## src/rtl/demux_memoria_1x2_8bits.sv

```systemverilog
// rtl/demux_memoria_1x2_8bits.sv - de-interleaves one word stream into two FWFT lane FIFOs
// Optional macro DEMUX_DROP_CNT_EN adds the saturating drop_count output.
module demux_memoria_1x2_8bits #(
    parameter int WIDTH = 8,
    parameter int DEPTH = 4,
    parameter int AW    = 2
) (
    input  logic             clk,
    input  logic             reset,
    input  logic [WIDTH-1:0] data_in,
    input  logic             valid_in,
    input  logic             pop0,
    input  logic             pop1,
    output logic [WIDTH-1:0] data_out0,
    output logic [WIDTH-1:0] data_out1,
    output logic             valid_out0,
    output logic             valid_out1,
    output logic             full0,
    output logic             full1,
`ifdef DEMUX_DROP_CNT_EN
    output logic             overflow,
    output logic [7:0]       drop_count
`else
    output logic             overflow
`endif
);

    localparam logic [AW:0]   C_FULL    = (AW+1)'(DEPTH);
    localparam logic [AW:0]   C_CNT_ONE = (AW+1)'(1);
    localparam logic [AW-1:0] C_PTR_ONE = AW'(1);

    logic             r_sel;
    logic             r_overflow;
    logic [WIDTH-1:0] r_mem    [2][DEPTH];
    logic [AW-1:0]    r_rd_ptr [2];
    logic [AW-1:0]    r_wr_ptr [2];
    logic [AW:0]      r_count  [2];

    logic [1:0] w_pop_req;
    logic [1:0] w_valid;
    logic [1:0] w_full;
    logic [1:0] w_push;
    logic [1:0] w_pop;
    logic [1:0] w_wr;
    logic [1:0] w_drop;

    assign w_pop_req = {pop1, pop0};

    // A full lane still accepts a word when its head is popped in the same cycle.
    always_comb begin
        w_valid = '0;
        w_full  = '0;
        w_push  = '0;
        w_pop   = '0;
        w_wr    = '0;
        w_drop  = '0;
        for (int l = 0; l < 2; l++) begin
            w_valid[l] = (r_count[l] != '0);
            w_full[l]  = (r_count[l] == C_FULL);
            w_push[l]  = valid_in && (r_sel == 1'(l));
            w_pop[l]   = w_pop_req[l] && w_valid[l];
            w_wr[l]    = w_push[l] && (!w_full[l] || w_pop[l]);
            w_drop[l]  = w_push[l] && w_full[l] && !w_pop[l];
        end
    end

    always_ff @(posedge clk) begin
        if (reset) begin
            r_sel      <= 1'b0;
            r_overflow <= 1'b0;
            for (int l = 0; l < 2; l++) begin
                r_rd_ptr[l] <= '0;
                r_wr_ptr[l] <= '0;
                r_count[l]  <= '0;
            end
        end else begin
            // Select advances on every valid word, dropped or not, to stay aligned with the mux.
            if (valid_in) begin
                r_sel <= ~r_sel;
            end
            if (|w_drop) begin
                r_overflow <= 1'b1;
            end
            for (int l = 0; l < 2; l++) begin
                if (w_wr[l]) begin
                    r_mem[l][r_wr_ptr[l]] <= data_in;
                    r_wr_ptr[l]           <= r_wr_ptr[l] + C_PTR_ONE;
                end
                if (w_pop[l]) begin
                    r_rd_ptr[l] <= r_rd_ptr[l] + C_PTR_ONE;
                end
                case ({w_wr[l], w_pop[l]})
                    2'b10:   r_count[l] <= r_count[l] + C_CNT_ONE;
                    2'b01:   r_count[l] <= r_count[l] - C_CNT_ONE;
                    default: r_count[l] <= r_count[l];
                endcase
            end
        end
    end

`ifdef DEMUX_DROP_CNT_EN
    logic [7:0] r_drop_count;

    always_ff @(posedge clk) begin
        if (reset) begin
            r_drop_count <= 8'h00;
        end else if ((|w_drop) && (r_drop_count != 8'hFF)) begin
            r_drop_count <= r_drop_count + 8'h01;
        end
    end

    assign drop_count = r_drop_count;
`endif

    assign data_out0  = w_valid[0] ? r_mem[0][r_rd_ptr[0]] : '0;
    assign data_out1  = w_valid[1] ? r_mem[1][r_rd_ptr[1]] : '0;
    assign valid_out0 = w_valid[0];
    assign valid_out1 = w_valid[1];
    assign full0      = w_full[0];
    assign full1      = w_full[1];
    assign overflow   = r_overflow;

endmodule

```

## config.mk

```make
export PLATFORM = sky130hd
export DESIGN_NAME = demux_memoria_1x2_8bits
export DESIGN_NICKNAME = d
export VERILOG_FILES = /design/src/rtl/demux_memoria_1x2_8bits.sv
export SDC_FILE = /design/constraint.sdc
export NUM_CORES = 1
export LEC_CHECK = 0
export ABC_AREA = 0
export CORE_MARGIN = 2
export CORE_UTILIZATION = 45
export CTS_CLUSTER_DIAMETER = 150
export DETAILED_ROUTE_END_ITERATION = 10
export PLACE_DENSITY = 0.68
export SLEW_MARGIN = 20
export SYNTH_ARGS = -nofsm -noshare
export SYNTH_HDL_FRONTEND = slang
export SYNTH_SLANG_ARGS = --single-unit
export TNS_END_PERCENT = 1
```

## constraint.sdc

```tcl
create_clock -name clk -period 2.4 [get_ports clk]
set_clock_uncertainty 0.1 [all_clocks]
set_input_delay 0.48 -clock clk [delete_from_list [all_inputs] [get_ports clk]]
set_output_delay 0.48 -clock clk [all_outputs]
set_load 0.01 [all_outputs]
```

; Word level (Yosys, flattened, before mapping)
; Memory sizes are Yosys's and may differ from the RTL's.
; Cells that the tools add are included.
[op_classes]
addsub = 8
n_lt_le_gt_ge = 6
n_eq_ne = 6
mux = 59
bitwise_logic = 15
n_reduce_logical = 24
[ops]
columns = cell, n
row1 = 32-bit 2-to-1 mux, 4
row2 = 8-bit 2-to-1 mux, 8
row3 = 1-bit 2-to-1 mux, 33
row4 = 8-bit binary-select mux with 2-bit select, 2
row5 = 8-bit demux with 2-bit select, 2
row6 = 32-bit OR reduction, 1
row7 = 3-bit 2-to-1 mux, 6
row8 = "3-bit greater-or-equal comparator, second input constant", 4
row9 = 1-bit logical AND, 12
row10 = 2-bit NOT with 3-bit output, 4
row11 = 1-bit OR, 10
row12 = "2-bit by 1-bit adder with 2-bit output, second input constant", 4
row13 = 2-bit 2-to-1 mux, 4
row14 = "3-bit by 1-bit adder with 3-bit output, second input constant", 2
row15 = "3-bit equality test, second input constant", 2
row16 = "3-bit by 1-bit < comparator with 1-bit output, second input constant", 2
row17 = 3-bit nonzero test, 2
row18 = 2-bit OR reduction, 3
row19 = "3-bit by 1-bit subtractor with 3-bit output, second input constant", 2
row20 = "2-bit by 1-bit equality test with 1-bit output, second input constant", 2
row21 = "2-bit equality test, second input constant", 2
row22 = 1-bit logical NOT, 4
row23 = 1-bit logical OR, 2
row24 = 1-bit NOT, 1
[totals]
regBits = 2
ramBits = 78
elab_cells = 124
memories = 4
[memory_table]
columns = memory, depth, word_bits, read_ports, rd_ports_with_merged_regs, write_ports, line_no
row1 = r_mem, 2, 32, 2, 0, 1, 34  ; logic [WIDTH-1:0] r_mem [2][DEPTH];
row2 = r_count, 2, 3, 2, 0, 2, 37  ; logic [AW:0] r_count [2];
row3 = r_rd_ptr, 2, 2, 2, 0, 2, 35  ; logic [AW-1:0] r_rd_ptr [2];
row4 = r_wr_ptr, 2, 2, 2, 0, 2, 36  ; logic [AW-1:0] r_wr_ptr [2];

; Logic depth before layout (Yosys ltp)
; Gate-level depths: netlist of the first run.
[depth]
ltp_word = 11
depth_mapped = 10
mapped_depth_nobuf = 9

; Worst setup path before layout of the first run
; OpenSTA, ideal clock, no wires.
[synth_timing]
kind = register to register
start = memory r_count[1][0] in the netlist's numbering
end = memory r_count[1][2] in the netlist's numbering, data pin
setup_ps = 260
arrival_time_ps = 2143
required_ps = 2040
slack_ps = -103
stages_incl_launch_ff = 10
path_buffers = 1
synth_period_minus_slack_ps = 2503
cell_sequence = edfxtp_1 > inv_1 > ha_1 > nand2b_1 > clkbuf_1 > nand2_1 > ha_1 > nor2_1 > mux2i_1 > mux2_2
[synth_lines]
columns = item, line_no
row1 = start: declaration, 37

==> results of run 1 <==
## sequential cells by signal, summed over array words and instances, names as in the netlist
register,flops
r_sel,1
r_mem,64
r_count,6
r_wr_ptr,4
overflow,1
r_rd_ptr,4
## cell usage after synthesis
master / n / area, um2
o31ai_2: 1 / 12.51
nand2_1: 2 / 7.510
or3_1: 1 / 6.260
o21bai_1: 2 / 15.01
fa_1: 1 / 20.02
nor3_2: 1 / 10.01
mux4_2: 16 / 360.4
buf_4: 1 / 7.510
a21boi_2: 1 / 11.26
nor4_1: 1 / 6.260
a21oi_1: 1 / 5.000
a2bb2oi_2: 1 / 15.01
dfxtp_1: 2 / 40.04
a221oi_1: 1 / 8.760
nor4b_4: 1 / 23.77
buf_2: 1 / 5.000
mux2_2: 1 / 11.26
xor2_1: 1 / 8.760
clkbuf_1: 6 / 22.52
ha_1: 13 / 162.7
and2_1: 18 / 112.6
or2_2: 1 / 6.260
a211o_1: 1 / 8.760
xnor2_1: 3 / 26.28
nor2b_1: 11 / 68.82
mux2i_1: 1 / 10.01
nor3_1: 8 / 40.04
nor3b_1: 2 / 15.01
edfxtp_1: 78 / 2342
nand2b_1: 7 / 43.79
and3_1: 1 / 6.260
nand3b_1: 1 / 7.510
and3b_1: 1 / 8.760
nor2_1: 10 / 37.54
inv_1: 12 / 45.04
## worst paths after layout
kind,startpoint,to
max,r_rd_ptr[0][2],data_out1[3]
max reg2reg,r_count[1][1],r_count[1][2]
min reg2reg,overflow,overflow
min,overflow,overflow
## cell families (layout without fill, tap and decap cells)
kind of cell	count (synthesis)	after routing	synth area share [%]
buffers and inverters	20	95	2.263
multiplexers	18	18	10.79
flip-flops	80	80	67.33
XOR/XNOR	4	4	0.9903
AO/OA/AOI/OAI	8	8	2.157
adder cells (fa/ha/maj)	14	14	5.163
AND/OR/NAND/NOR	66	66	11.32
## per-layer routing
layer  vias up  GRT usage, %
li1        923             -
met1       965         19.61
met2        36         24.09
met3         4         3.336
met4         0         6.250
met5         -             0
## through the flow
step / area (um2) / power (W)
final: 4457 / 0.003600
after global routing: 4457 / 0.003778
after CTS: 4389 / 0.003586
after detailed placement: 4164 / 0.002554
after global placement: 4164 / 0.002541
after floorplan: 3540 / 0.002162
## what timing repair did
item / in CTS / in global routing
hold endpoints to repair: 0 / 0
buffers inserted: 3 / 9
pin swaps: 0 / 3
setup endpoints to repair: 17 / 19
resized for setup: 33 / 22
gates cloned: 0 / 0
## critical path, delay by kind of cell, from the launching register on
kind	cells	cell delay, ns
buf+inv	3	0.39
flops	1	0.41
mux	1	0.48
simple gates	1	0.16
## where the power goes
part           leakage, nW  total (W)  internal (W)  switching (W)
combinational        0.783   0.000841      0.000471       0.000369
clock                0.105    0.00108      0.000587       0.000489
sequential           0.743    0.00168       0.00162      0.0000633
## final cells by class
cell class                 instances  area [um2]  area share, %
sequential                        80        2382          53.45
multi-input combinational        110        1094          24.54
timing repair buffer              67       589.3          13.22
tap                              102       127.6          2.864
clock buffer                       9       123.9          2.779
clock inverter                     7       95.09          2.134
inverter                          12       45.04          1.011
==> reports/metrics.cfg, run 1 <==
[clock_tree]
cts_buffers = 9
cts_tree = built
clkSinkCount = 80
clkSlewWorstSetupHoldPaths_ns = 0.08
clock-root-buffer = clkbuf_8
clkLatencyLatePin_ns = 0.34
h-tree-depth = 3
hold_buffers = 0
clockBufferDepth = 2

[routing]
avgRoutedWirePerCell_um = 15.33
drt-total-wl_um = 5932
top_layer = met4
drc = 0
wl_met2_um = 2970
drt_first_pass_iters = 4
via_count = 1928
wl_met3_um = 220
route.antenna.remaining_nets = 0
avgViaCountPerCell = 4.982
met1_length_um = 2684
drt_iter0_drc = 67

[synth]
yosysSeqAreaShare_pct = 67.33
syn_area_per_cell_um2 = 16.85
mappedNetlistArea_um2 = 3538
yosys_warnings = 0
syn_nets = 237
yosys.cell_types.count = 35
ys_ff_latch = 80
syn_inst = 210

[setup_path]
worstPathRequired_ns = 1.82
r2r_slack_ns = 0.15
worstSetupStartpointType = register
slowest_stage = mux4_2
critPathArrivalTime_ns = 1.77
cpPeakStageDelay_ns = 0.48
reg2reg_depth = 9
path_cells = buf_12 > buf_8 > mux4_2 > and2_1 > buf_2
critPathMaxFanout = 6
critical_path_class = reg -> out
critPathCaptureType = primary output

[global_routing]
antenna_found_initial = 0
first_global_vias = 1876
gr-total-overflow = 0
grt_start_max_net_pins = 26
grt_usage_pct = 14.89
grt_pass1_wl_um = 9384

[finish]
antenna_cells = 0
nNetsFinal = 307
final_cells = 387
fin_util_pct = 57.98
syn2layout_area_growth_pct = 25.95
layout_common_cells = 78 x edfxtp_1, 28 x buf_4, 18 x and2_1
layout-drive-gt1-share_pct = 29.82
fillerInstances = 622
final_common_cell = edfxtp_1

[sta]
tightestPinTransition_ns = 0.4575
whs_ns = 0.4120
worst_slack_ns = 0.04990
hold_violations = 0
max_freq_mhz = 425.5
fin_crit_sh_pct = 97.92
rsz0062_at_grt = true
report.final.slew_viol_count = 0
max-slew-margin-rel_pct = 69.50
setup_tns_ns = 0
fin_crit_ns = 2.350
setup_viol = 0

[floorplan]
core_area_um2 = 7687
placementRows = 32
die_y_um = 92.68
die_x_um = 92.68
die_area_um2 = 8589
start_util_pct = 46.03
io_pins = 34

[place]
place.gp.congestion = 0.7557
portBuffers = 33
dp_slack_ns = -0.2672
dp_cells = 359
dp_hpwl_um = 3909

[outcome]
status = finished clean

[pwr]
vdd_ir_drop_max_uv = 351.4
power.leakage_nw = 1.631
p_per_area_nw_per_um2 = 807.9

[run]
maxCapViolations = 0

[worst_hold_path]
hold_class = reg -> reg
min_path_cells = 2

No activity file was read; power rests on OpenSTA's default activity.
==> run 2: changes to the inputs <==
SLEW_MARGIN = not set   (was 20)
==> results of run 2 <==
The final DEF is identical to that of run 1; final timing and power are the same.
